--- src/rtl/refresh_scan.sv ---
// Display refresh sequencer: walks the digit index through FIRST_DIG..LAST_DIG,
// skipping masked digits. A blanking gap at the start of each slot suppresses
// ghosting, and the digit value is snapshotted at each slot advance.
module refresh_scan #(
  parameter int PRESCALE  = 100000,
  parameter int BLANK_CYC = 16,
  parameter int FIRST_DIG = 4,
  parameter int LAST_DIG  = 7
) (
  input  logic        clk,
  input  logic        rst_n,
  input  logic        en,
  input  logic [31:0] digits_in,
  input  logic [7:0]  dig_mask,
  output logic [2:0]  rc_out,
  output logic [3:0]  dig_val,
  output logic        blank,
  output logic        tick
);

  localparam int CW = (PRESCALE > 1) ? $clog2(PRESCALE) : 1;
  localparam int N  = LAST_DIG - FIRST_DIG + 1;

  localparam logic [1:0] IDLE  = 2'd0;
  localparam logic [1:0] BLANK = 2'd1;
  localparam logic [1:0] SHOW  = 2'd2;

  logic [1:0]    state, state_n;
  logic [CW-1:0] cnt, cnt_n;
  logic [2:0]    idx, idx_n;
  logic          hold, hold_n;   // in BLANK with no shown digit; wait for slot end
  logic [3:0]    val_n;
  logic          tick_n, load;
  logic [2:0]    start;
  logic [3:0]    hit;            // {found, index}
  logic          slot_end, blank_end;

  // Cyclic search through the scan range starting at 'from'; the
  // lowest offset that has its mask bit set wins.
  function automatic logic [3:0] find_dig(input logic [2:0] from, input logic [7:0] m);
    logic [3:0] r;
    int c;
    r = '0;
    for (int o = N - 1; o >= 0; o--) begin
      c = FIRST_DIG + ((int'(from) - FIRST_DIG + o) % N);
      if (m[c[2:0]]) r = {1'b1, c[2:0]};
    end
    return r;
  endfunction

  assign slot_end  = (cnt == CW'(PRESCALE - 1));
  assign blank_end = (BLANK_CYC != 0) && (cnt == CW'(BLANK_CYC - 1));

  // Search starts at FIRST_DIG when leaving IDLE, else just past the current
  // digit, so the current digit is the last candidate.
  assign start = (state == IDLE || idx == 3'(LAST_DIG)) ? 3'(FIRST_DIG) : idx + 3'd1;
  assign hit   = find_dig(start, dig_mask);

  // Next-state, prescaler and snapshot logic.
  always_comb begin
    state_n = state;
    idx_n   = idx;
    val_n   = dig_val;
    hold_n  = hold;
    tick_n  = 1'b0;
    load    = 1'b0;
    cnt_n   = slot_end ? '0 : cnt + 1'b1;
    if (!en) begin
      state_n = IDLE;
      cnt_n   = '0;
      idx_n   = 3'(FIRST_DIG);
      hold_n  = 1'b0;
    end else begin
      case (state)
        IDLE: begin
          cnt_n = '0;
          load  = hit[3];
        end
        BLANK: begin
          if (hold) load = slot_end && hit[3];
          else if (blank_end) state_n = SHOW;
        end
        SHOW: begin
          if (slot_end) begin
            load = hit[3];
            if (!hit[3]) begin
              state_n = BLANK;
              hold_n  = 1'b1;
            end
          end
        end
        default: state_n = IDLE;
      endcase
    end
    if (load) begin
      idx_n   = hit[2:0];
      val_n   = digits_in[{hit[2:0], 2'b00} +: 4];
      tick_n  = 1'b1;
      cnt_n   = '0;
      hold_n  = 1'b0;
      state_n = (BLANK_CYC == 0) ? SHOW : BLANK;
    end
  end

  // State registers and registered outputs derived from the next state.
  always_ff @(posedge clk or negedge rst_n) begin
    if (!rst_n) begin
      state   <= IDLE;
      cnt     <= '0;
      idx     <= 3'(FIRST_DIG);
      hold    <= 1'b0;
      rc_out  <= 3'd0;
      dig_val <= 4'd0;
      blank   <= 1'b1;
      tick    <= 1'b0;
    end else begin
      state   <= state_n;
      cnt     <= cnt_n;
      idx     <= idx_n;
      hold    <= hold_n;
      rc_out  <= (state_n == SHOW) ? idx_n : 3'd0;
      dig_val <= val_n;
      blank   <= (state_n != SHOW);
      tick    <= tick_n;
    end
  end

endmodule
--- config.mk ---
export PLATFORM = sky130hd
export DESIGN_NAME = refresh_scan
export DESIGN_NICKNAME = d
export VERILOG_FILES = /design/src/rtl/refresh_scan.sv
export SDC_FILE = /design/constraint.sdc
export NUM_CORES = 1
export LEC_CHECK = 0
export ABC_AREA = 1
export CAP_MARGIN = 20
export CELL_PAD_IN_SITES_DETAIL_PLACEMENT = 1
export CELL_PAD_IN_SITES_GLOBAL_PLACEMENT = 1
export CORE_ASPECT_RATIO = 0.8
export CORE_MARGIN = 2
export CORE_UTILIZATION = 35
export CTS_CLUSTER_SIZE = 8
export DETAILED_ROUTE_END_ITERATION = 8
export PLACE_DENSITY = 0.75
export SLEW_MARGIN = 20
export SYNTH_ARGS = -nofsm -noshare
export SYNTH_HDL_FRONTEND = slang
export SYNTH_SLANG_ARGS = --single-unit
export TNS_END_PERCENT = 30
--- constraint.sdc ---
create_clock -name clk -period 4.7 [get_ports clk]
set_clock_uncertainty 0.1 [all_clocks]
set_input_delay 0.94 -clock clk [delete_from_list [all_inputs] [get_ports clk]]
set_output_delay 0.94 -clock clk [all_outputs]
set_load 0.05 [all_outputs]
==> summary.md, run 1 <==
| Metric | Value |
|---|---|
| Run status | finished clean |
| Number of clock sinks | 32 |
| Fraction of final layout cells with drive strength greater than 1 | between 10% and 20% |
| Count of mapped cells out of synthesis | around 360 |
| Antenna violations before repair | 0 |
| Critical path peak fanout | 17 |
| Nets | between 400 and 500 |
| Number of ports placed on the die boundary | 52 |
| Total instance count after detailed placement | 488 |
| Largest stage delay on the critical path | 0.51 ns |
| Met2 demand-to-capacity share in global routing | 29.6% |
| Die area | around 8100 um^2 |
| Dominant synthesized flop cell | sky130_fd_sc_hd__dfrtp_1 |
| Maximum vdd drop | around 0.37 mV |
| Post-CTS setup buffer count | 0 |
| Avg WL per Cell | 15.0 um |
| Final slew viol count | 0 |
| Diodes inserted | 0 |
| Power density over the cells | roughly 560 nW/um^2 |
| Final number of setup-violating endpoints | 0 |
| Post-route minimum period | about 3.6 ns |
| M1 GR Usage | between 20 and 30% |
| Worst setup SP type | register |
| Number of global-route vias before repair | about 2500 |
| Antenna Violating Nets Remaining | 0 |
| Slew margin rel. | about two fifths |
| Largest area contributor in the synthesized netlist | sky130_fd_sc_hd__dfrtp_1 |
| Final-layout setup total negative slack | 0 ns |
| Clock Tree Buf Depth | 2 |
| Total detailed-routing wirelength | around 7500 um |
| Number of detailed-routing iterations run before antenna repair | 4 |
| Layout-stage area growth over the synthesis result | 25.6% |
| Flops & latches, synth | 32 |
| Area of the core region | around 7300 um^2 |
| Required time of the critical path | roughly 4.8 ns |
| Final RePlAce weighted congestion | between 0.8 and 0.9 |
| Congestion Overflow GR | 0 |
| Gates resized, CTS repair | 0 |
| Max stage delay cell, worst path | sky130_fd_sc_hd__ha_1 |
| Post-Layout Cell Count | just under 500 |
| Starting DRC count in detailed routing | 85 |
| Achievable clock frequency | about 0.28 GHz |
| CP Cell Sequence | ha_1 > ha_1 > inv_2 > nand3_4 > ha_1 > inv_1 > nand3_1 > nand3b_2 > nand2_2 > inv_2 > nand2_2 > nand3_4 > nand2_4 > nand2_1 > nand3_1 > nand2_1 > nand2_1 > nand3_1 |
| Dpl hpwl | 5880 um |
| Area fraction of the dominant cell type after synthesis | 29.0% |
| Aggregate global-route resource usage | 19.0% |
| Layer with the highest usage | met2 |
| Total number of vias | between 2000 and 3000 |
| Data arrival time of the worst path | between 3 and 4 ns |
| Cell area reported after detailed placement | between 3000 and 4000 um^2 |
| Clock tree from TritonCTS | built |
| Leakage dissipation | ~1.5 nW |
| RSZ-0062 raised after global routing | false |
| Buffer type at the clock tree root | sky130_fd_sc_hd__clkbuf_8 |
| First-pass GRT wire length | approximately 12000 um |
| Hold Fails Final Rpt | 0 |
| Post-synth EDFFs | 0 |
| Total standard cell area after synthesis | 2590 um^2 |
| DRC violation count after routing | 0 |
| Nets in the synthesized netlist | roughly 410 |
| Critical Path End Type | register |
| # fillers | about 900 |
| Pin count of the biggest net entering global routing | 20 |
| Max-cap violation count | 0 |
| Post-route cell area | ~3200 um^2 |
| Number of buffers inserted for hold repair after clock tree synthesis | 0 |
| Number of levels in the clock H-tree | 2 |
| Netlist cell types | 40 |
| Source-to-sink clock delay at the later pin of the worst-skew pair | a little under 0.3 ns |
| Worst slack on hold paths | around 0.37 ns |
| Number of buffers created by CTS | 5 |
| Slew @ Worst Pin | about 0.9 ns |
| Mean cell area of the mapped netlist | between 7 and 8 um^2 |
| Ratio of final minimum period to clock period | slightly below 80% |
| Clock transition at the registers of the reported paths | approximately 0.080 ns |
| Met3 demand-to-capacity share in global routing | ~4% |
| Starting density of the core | a little over a third |
| Floorplan die height | 80.9 um |
| Port-buffer cells | slightly above 50 |
| Crit Path Class | reg -> reg |
| Drt via density | about 5.2 |
| Class of the most critical hold timing path | reg -> reg |
| Most common library cells after synthesis | sky130_fd_sc_hd__nand2_1, sky130_fd_sc_hd__nand3_1, sky130_fd_sc_hd__inv_1 |
| Most instantiated library cell after synthesis | sky130_fd_sc_hd__nand2_1 |
| Async set-or-reset flop fraction in the synthesized netlist | 100% |
| Largest cells by area after synthesis | sky130_fd_sc_hd__dfrtp_1, sky130_fd_sc_hd__nand3_1, sky130_fd_sc_hd__nand2_1 |
| Post-Route Utilization | 44.6% |
| Die Span X | about 100 um |
| Number of placement rows | 28 |
| Total number of yosys warnings | 0 |
| Fraction of the yosys area taken by sequential cells | a little under a third |
[power breakdown]
part           internal, mW  leakage, nW  switching, mW
combinational         0.384        0.990          0.813
sequential            0.314        0.431         0.0233
clock                 0.157       0.0541          0.115
[routing by layer]
layer	wire [um]	part of all wire, %
met1	3810	51
met2	3210	43
met3	397	5.3
met4	46	0.62
met5	0	0
[kinds of logic after synthesis]
logic type / synth area share [%]
xor+xnor: 1.35
fa+ha+maj: 3.39
compound gates: 5.32
simple gates: 48.4
buf+inv: 10.5
flops: 31.1
[flip-flops by register name, summed over array words and instances, names as in the netlist]
register and count:
cnt 17, rc_out 3, state 2, idx 3
dig_val 4, hold 1, tick 1, blank 1
[cell usage in the layout, fill, tap and decap left out, types with 2 or more instances in the layout]
| cell type | n |
|---|---|
| sky130_fd_sc_hd__xor2_1 | 3 |
| sky130_fd_sc_hd__nand3b_1 | 5 |
| sky130_fd_sc_hd__nand2_1 | 68 |
| sky130_fd_sc_hd__clkdlybuf4s50_1 | 51 |
| sky130_fd_sc_hd__nand3_2 | 7 |
| sky130_fd_sc_hd__nand3_1 | 65 |
| sky130_fd_sc_hd__nand4_1 | 10 |
| sky130_fd_sc_hd__nor3b_1 | 4 |
| sky130_fd_sc_hd__o21bai_1 | 2 |
| sky130_fd_sc_hd__inv_2 | 5 |
| sky130_fd_sc_hd__nand4_2 | 3 |
| sky130_fd_sc_hd__ha_1 | 7 |
| sky130_fd_sc_hd__dfrtp_1 | 30 |
| sky130_fd_sc_hd__nor3_1 | 6 |
| sky130_fd_sc_hd__a31oi_1 | 2 |
| sky130_fd_sc_hd__nand2_4 | 5 |
| sky130_fd_sc_hd__nand2_2 | 13 |
| sky130_fd_sc_hd__a21oi_1 | 9 |
| sky130_fd_sc_hd__nor2_1 | 33 |
| sky130_fd_sc_hd__inv_1 | 45 |
| sky130_fd_sc_hd__nor4_1 | 6 |
| sky130_fd_sc_hd__clkbuf_8 | 5 |
| sky130_fd_sc_hd__nand3_4 | 4 |
| sky130_fd_sc_hd__dfstp_2 | 2 |
| sky130_fd_sc_hd__nand3b_2 | 2 |
[final timing paths]
kind,from,end,slack (ns),cells past startpoint
min in group asynchronous,rst_n,cnt[7]$_DFF_PN0_,1.07,1
max in group asynchronous,rst_n,idx[2]$_DFF_PN1_,2.63,2
hold / removal,cnt[0]$_DFF_PN0_,cnt[0]$_DFF_PN0_,0.37,1
setup reg to reg,idx[0]$_DFF_PN0_,dig_val[3]$_DFFE_PN0N_,1.08,18
setup / recovery,idx[0]$_DFF_PN0_,dig_val[3]$_DFFE_PN0N_,1.08,18
hold reg to reg,cnt[0]$_DFF_PN0_,cnt[0]$_DFF_PN0_,0.37,1
[worst max-delay path: cells and delay by family, from the launching register on]
kind          cells  cell delay (ns)
flops             1             0.41
fa+ha+maj         3             0.90
simple gates     12             1.59
buf+inv           3             0.51
[area by class of cell]
| type | instances | area [um^2] | share of cell area, % |
|---|---|---|---|
| flip-flops and latches | 32 | 803 | 24.7 |
| repair buffers | 52 | 518 | 15.9 |
| clock inverters | 3 | 42.5 | 1.31 |
| multi-input cells | 263 | 1510 | 46.5 |
| inverters | 51 | 191 | 5.89 |
| well taps | 90 | 113 | 3.47 |
| clock buffers | 5 | 68.8 | 2.12 |
[through the flow]
step	setup WS, ns	power [mW]
2_1_floorplan	1.77	1.31
3_3_place_gp	1.23	1.51
3_5_place_dp	1.09	1.54
4_1_cts	1.07	1.82
5_1_grt	0.785	1.97
6_report	1.08	1.81
Power figures use the tool's default switching activity.
==> run 2, diff against run 1 <==
- clock period: 4.7 -> 3.55 ns (I/O delays scaled with it)
==> summary.md, run 2 (same netlist as run 1, synthesis figures left out) <==
| Metric | Value |
|---|---|
| Run status | finished clean |
| # fillers | 920 |
| Hold-critical path depth | 1 |
| Pin count of the biggest net entering global routing | 33 |
| Registers with the highest flip-flop counts | cnt x17, dig_val x4 |
| Starting DRC count in detailed routing | 152 |
| Worst slack on hold paths | between 0.3 and 0.4 ns |
| Achievable clock frequency | about 0.3 GHz |
| Dpl hpwl | between 5000 and 6000 um |
| Max FFs per register | 17 |
| Worst setup SP type | register |
| Die area | a little over 8000 um^2 |
| Post-Route Utilization | a little under half |
| Critical Path End Type | register |
| Leakage dissipation | approximately 1.5 nW |
| RSZ-0062 raised after global routing | false |
| Layout-stage area growth over the synthesis result | 27.0% |
| Largest Register | cnt |
| Total number of vias | 2574 |
| Starting density of the core | a little over a third |
| Cell area reported after detailed placement | ~3200 um^2 |
| Number of ports placed on the die boundary | between 50 and 60 |
| Antenna Violating Nets Remaining | 0 |
| Last element of the critical path | dig_val[2]$_DFFE_PN0N_ |
| Max-cap violation count | 0 |
| Launch instance of the worst register-to-register path | idx[0]$_DFF_PN0_ |
| Hold Fails Final Rpt | 0 |
| Slew @ Worst Pin | just under 0.6 ns |
| Crit Path Class | reg -> reg |
| Final RePlAce weighted congestion | around 0.8 |
| Depth of the worst register-to-register path | 19 |
| Power density over the cells | 732 nW/um^2 |
| First-pass GRT wire length | 12600 um |
| Post-Place Worst Slack | 0.0865 ns |
| Total instance count after detailed placement | 490 |
| Diodes inserted | 0 |
| Fraction of final layout cells with drive strength greater than 1 | 14.0% |
| Class of the most critical hold timing path | reg -> reg |
| Final slew viol count | 0 |
| Floorplan die height | 80.9 um |
| Most frequent cells in the layout | sky130_fd_sc_hd__nand2_1, sky130_fd_sc_hd__nand3_1, sky130_fd_sc_hd__clkdlybuf4s50_1 |
| Die Span X | 100 um |
| Beginning of the critical path | idx[0]$_DFF_PN0_ |
| Source-to-sink clock delay at the later pin of the worst-skew pair | between 0.2 and 0.3 ns |
| Critical R2R Capture | dig_val[2]$_DFFE_PN0N_ |
| Post-CTS setup buffer count | 0 |
| Gates resized, CTS repair | 0 |
| Number of buffers created by CTS | 5 |
| Post-Layout Cell Count | 498 |
| Congestion Overflow GR | 0 |
| Drt via density | 5.17 |
| Buffer type at the clock tree root | sky130_fd_sc_hd__clkbuf_8 |
| Required time of the critical path | around 3.6 ns |
| Critical path peak fanout | 17 |
| Number of placement rows | 28 |
| Most frequent standard cell in the layout excluding fill and tap cells | sky130_fd_sc_hd__nand2_1 |
| Final critical-path setup slack | 0.284 ns |
| Maximum vdd drop | ~0.29 mV |
| Multi-input gate area in the final layout | 1530 um^2 |
| Slew margin rel. | about three fifths |
| Number of buffers inserted for hold repair after clock tree synthesis | 0 |
| Area of the core region | ~7300 um^2 |
| Setup slack on the worst flop-to-flop path | around 0.28 ns |
| Final number of setup-violating endpoints | 0 |
| Register Area | ~800 um^2 |
| Clock tree from TritonCTS | built |
| Avg WL per Cell | 15.1 um |
| Post-route minimum period | ~3.3 ns |
| Design Power | around 2.4 mW |
| Data arrival time of the worst path | approximately 3.3 ns |
| Number of detailed-routing iterations run before antenna repair | 4 |
| Number of levels in the clock H-tree | 2 |
| Total detailed-routing wirelength | ~7500 um |
| Antenna violations before repair | 0 |
| Clock transition at the registers of the reported paths | 0.07 ns |
| Number of global-route vias before repair | 2537 |
| Port-buffer cells | slightly above 50 |
| Number of clock sinks | 32 |
| DRC violation count after routing | 0 |
| Final-layout setup total negative slack | 0 ns |
| Ratio of final minimum period to clock period | just over 90% |
| Clock Tree Buf Depth | 2 |
| Nets | 457 |
| Post-route cell area | about 3300 um^2 |
| Aggregate global-route resource usage | between 15 and 20% |
[run 2: cell types whose count changed in the layout (fill, tap and decap cells not counted)]
cell,change
sky130_fd_sc_hd__nand2_4,-1
sky130_fd_sc_hd__buf_4,+2
sky130_fd_sc_hd__ha_4,+1
sky130_fd_sc_hd__ha_1,-1
sky130_fd_sc_hd__clkbuf_1,+1
sky130_fd_sc_hd__inv_1,-1
sky130_fd_sc_hd__nand2_8,+1
[run 2: report_power, final]
| group | internal (mW) | switching, mW |
|---|---|---|
| registers | 0.416 | 0.0318 |
| clock network | 0.208 | 0.133 |
| logic | 0.534 | 1.08 |
| total | 1.16 | 1.25 |
[run 2: worst min-delay path by stage]
stage | start | end | slack [ns]
after CTS | cnt[0]$_DFF_PN0_ | cnt[0]$_DFF_PN0_ | 0.39
after global routing | cnt[0]$_DFF_PN0_ | cnt[0]$_DFF_PN0_ | 0.43
after detailed placement | cnt[0]$_DFF_PN0_ | cnt[0]$_DFF_PN0_ | 0.38
final | cnt[0]$_DFF_PN0_ | cnt[0]$_DFF_PN0_ | 0.39
after global placement | cnt[0]$_DFF_PN0_ | cnt[0]$_DFF_PN0_ | 0.36
after floorplan | rst_n | cnt[0]$_DFF_PN0_ | 0.31
[run 2: per-layer routing]
layer | track usage (%) | routed length [um]
met5 | 0 | 0
met4 | 3.42 | 36
met3 | 4.56 | 339
met2 | 28.9 | 3270
met1 | 29.7 | 3890
[run 2: worst max-delay path: stages, from the launching register on]
cell and delay (ns):
sky130_fd_sc_hd__dfrtp_1 0.41, sky130_fd_sc_hd__ha_1 0.21, sky130_fd_sc_hd__ha_1 0.19, sky130_fd_sc_hd__inv_2 0.11, sky130_fd_sc_hd__nand3_4 0.17, sky130_fd_sc_hd__inv_1 0.27, sky130_fd_sc_hd__ha_1 0.19, sky130_fd_sc_hd__o21bai_1 0.10
sky130_fd_sc_hd__nor2_1 0.08, sky130_fd_sc_hd__nand3b_2 0.26, sky130_fd_sc_hd__nand2_2 0.15, sky130_fd_sc_hd__inv_2 0.07, sky130_fd_sc_hd__nand2_2 0.08, sky130_fd_sc_hd__nand3_4 0.20, sky130_fd_sc_hd__nand2_8 0.22, sky130_fd_sc_hd__nand2_1 0.07
sky130_fd_sc_hd__nand3_1 0.07, sky130_fd_sc_hd__nand2_1 0.07, sky130_fd_sc_hd__nand2_1 0.07, sky130_fd_sc_hd__nand3_1 0.06
[run 2: layout make-up]
type	instances	area share [%]
Multi-Input combinational cell	263	46.7
Sequential cell	32	24.5
Timing Repair Buffer	54	16.2
Inverter	51	5.94
Tap cell	90	3.43
Clock buffer	6	2.21
Clock inverter	2	1.07
==> variant: new RTL, settings of run 2 <==
Add an input register stage for `digits_in`; this delays it by one clock. The other inputs are not delayed to match.
--- a/src/rtl/refresh_scan.sv
+++ b/src/rtl/refresh_scan.sv
@@ -24,6 +24,12 @@
   localparam logic [1:0] IDLE  = 2'd0;
   localparam logic [1:0] BLANK = 2'd1;
   localparam logic [1:0] SHOW  = 2'd2;
+
+  logic [31:0] digits_q;
+
+  always_ff @(posedge clk) begin
+    digits_q <= digits_in;
+  end
 
   logic [1:0]    state, state_n;
   logic [CW-1:0] cnt, cnt_n;
@@ -94,7 +100,7 @@
     end
     if (load) begin
       idx_n   = hit[2:0];
-      val_n   = digits_in[{hit[2:0], 2'b00} +: 4];
+      val_n   = digits_q[{hit[2:0], 2'b00} +: 4];
       tick_n  = 1'b1;
       cnt_n   = '0;
       hold_n  = 1'b0;
Function: changed (a bounded check fails within 4 cycles, from zero or initial values and one cycle with rst_n low).
==> variant against run 2 <==
  * Worst setup slack better by 0.027 ns
  * Total power rose by 35%
  * Count of clock-buffer cells in the layout grew 4
  * Wire length is 17% higher
  * Cell area increased by 26%
  * Sequential cell count rose by 32
  * Area after synthesis up 25%
  * Critical endpoint is now dig_val[1]$_DFFE_PN0N_
  * Largest cell class unchanged
==> variant: results (changes against run 2) <==
stage;metric;value;unit;change
layout;nets;493;;+7.9%
yosys;Synth area leaders;dfrtp_1, dfxtp_1, nand3_1, nand2_1, inv_1;;
layout;biggest regs;digits_q (32), cnt (17), dig_val (4);;
layout;fill count;1072;;+17%
route;DR vias;2836;;+10%
yosys;Post-Syn Nets;437;;+7.9%
sta;normalized max-slew margin;63.04;%;+2.4 points
grt;first-pass GRT wire length;15070;um;+20%
layout;layout cells sized above 1;14.51;%;+0.54 points
route;Routed Wire Length;8799;um;+17%
grt;vias in the first global route;2976;;+17%
place;detailed placement HPWL;6635;um;+13%
yosys;Synth top cells by count;nand2_1, nand3_1, inv_1;;
power_and_ir_drop;clock power share;24.3;%;+10 points
worst_setup_path;slowest cell delay on critical path;0.40;ns;
clocking;clk root buf;clkbuf_16;;
worst_setup_path;CP endpoint kind;flip-flop;;
clocking;Clock Latency Late Sink;0.33;ns;+0.05 ns
place;gp weighted congestion;0.8518;;+5.1%
worst_setup_path;FF-to-FF End;dig_val[1]$_DFFE_PN0N_;;
power_and_ir_drop;Lkg Pwr;1.827;nW;+24%
worst_setup_path;crit-path leading delay family;simple AND/OR/NAND/NOR gates;;
worst_setup_path;reg2reg setup slack;0.31;ns;+0.03 ns
worst_setup_path;CP Launch Type;flip-flop;;
route;DRT iter0 DRCs;87;;-43%
yosys;Compound-Gate Fraction of Synth Area;4.265;%;-1.1 points
sta;Fin Hold WS;0.3692;ns;-0.01695 ns
clocking;CTS H-tree depth;3;;+1
worst_hold_path;Hold Path Sink;cnt[0]$_DFF_PN0_;;
clocking;TritonCTS buffer count;9;;+4
yosys;top_reg_cell synth;dfxtp_1;;
worst_setup_path;Worst Reg-to-Reg Cells;19;;unchanged
yosys;sequential share of the synthesized area;44.75;%;+14 points
yosys;Post-synth ARST share;50.00;%;-50 points
grt;total track usage;18.85;%;-0.84 points
clocking;CTS Buffer Depth;2;;unchanged
run_status;outcome;finished, final reports clean;;
worst_setup_path;Arrival @ worst endpoint;3.35;ns;+0.02 ns
power_and_ir_drop;Combinational Power Share;50.0;%;-17 points
place;dpl ws;0.1215;ns;+0.03500 ns
clocking;Clk pin slew, worst setup/hold paths;0.05;ns;-0.02 ns
yosys;mux cell area share after synthesis;0;%;unchanged
power_and_ir_drop;switching pwr;1.454;mW;+17%
power_and_ir_drop;Worst VDD drop;339.2;uV;+17%
yosys;count of different cell masters after synthesis;41;;+2.5%
worst_setup_path;Crit Path Max Fanout;17;;unchanged
grt;initial antenna violation count;0;;unchanged
yosys;adder-cell share of the synthesized area;2.714;%;-0.67 points
worst_setup_path;R2R Path Start;idx[0]$_DFF_PN0_;;
yosys;XOR/XNOR Fraction of Synth Area;1.086;%;-0.27 points
## variant: cell type report
class                      instances  area share [%]
tap                              115           3.490
inverter                          51           4.734
sequential                        64           35.02
multi-input combinational        263           37.18
clock inverter                     6           1.093
clock buffer                      10           5.554
timing repair buffer              54           12.93
## variant: metal layers
| metal | routed length, um | share of wire [%] | track usage, % |
|---|---|---|---|
| met5 | 0 | 0 | 0 |
| met4 | 153 | 1.7 | 5.864 |
| met2 | 4141 | 47 | 29.93 |
| met1 | 4184 | 48 | 25.52 |
| met3 | 318 | 3.6 | 4.585 |
## variant: metrics by stage
stage | instance area [sq um] | instances
after detailed placement | 3824 | 547
after CTS | 4098 | 563
after floorplan | 3227 | 387
after global routing | 4123 | 563
final | 4123 | 563
after global placement | 3824 | 547
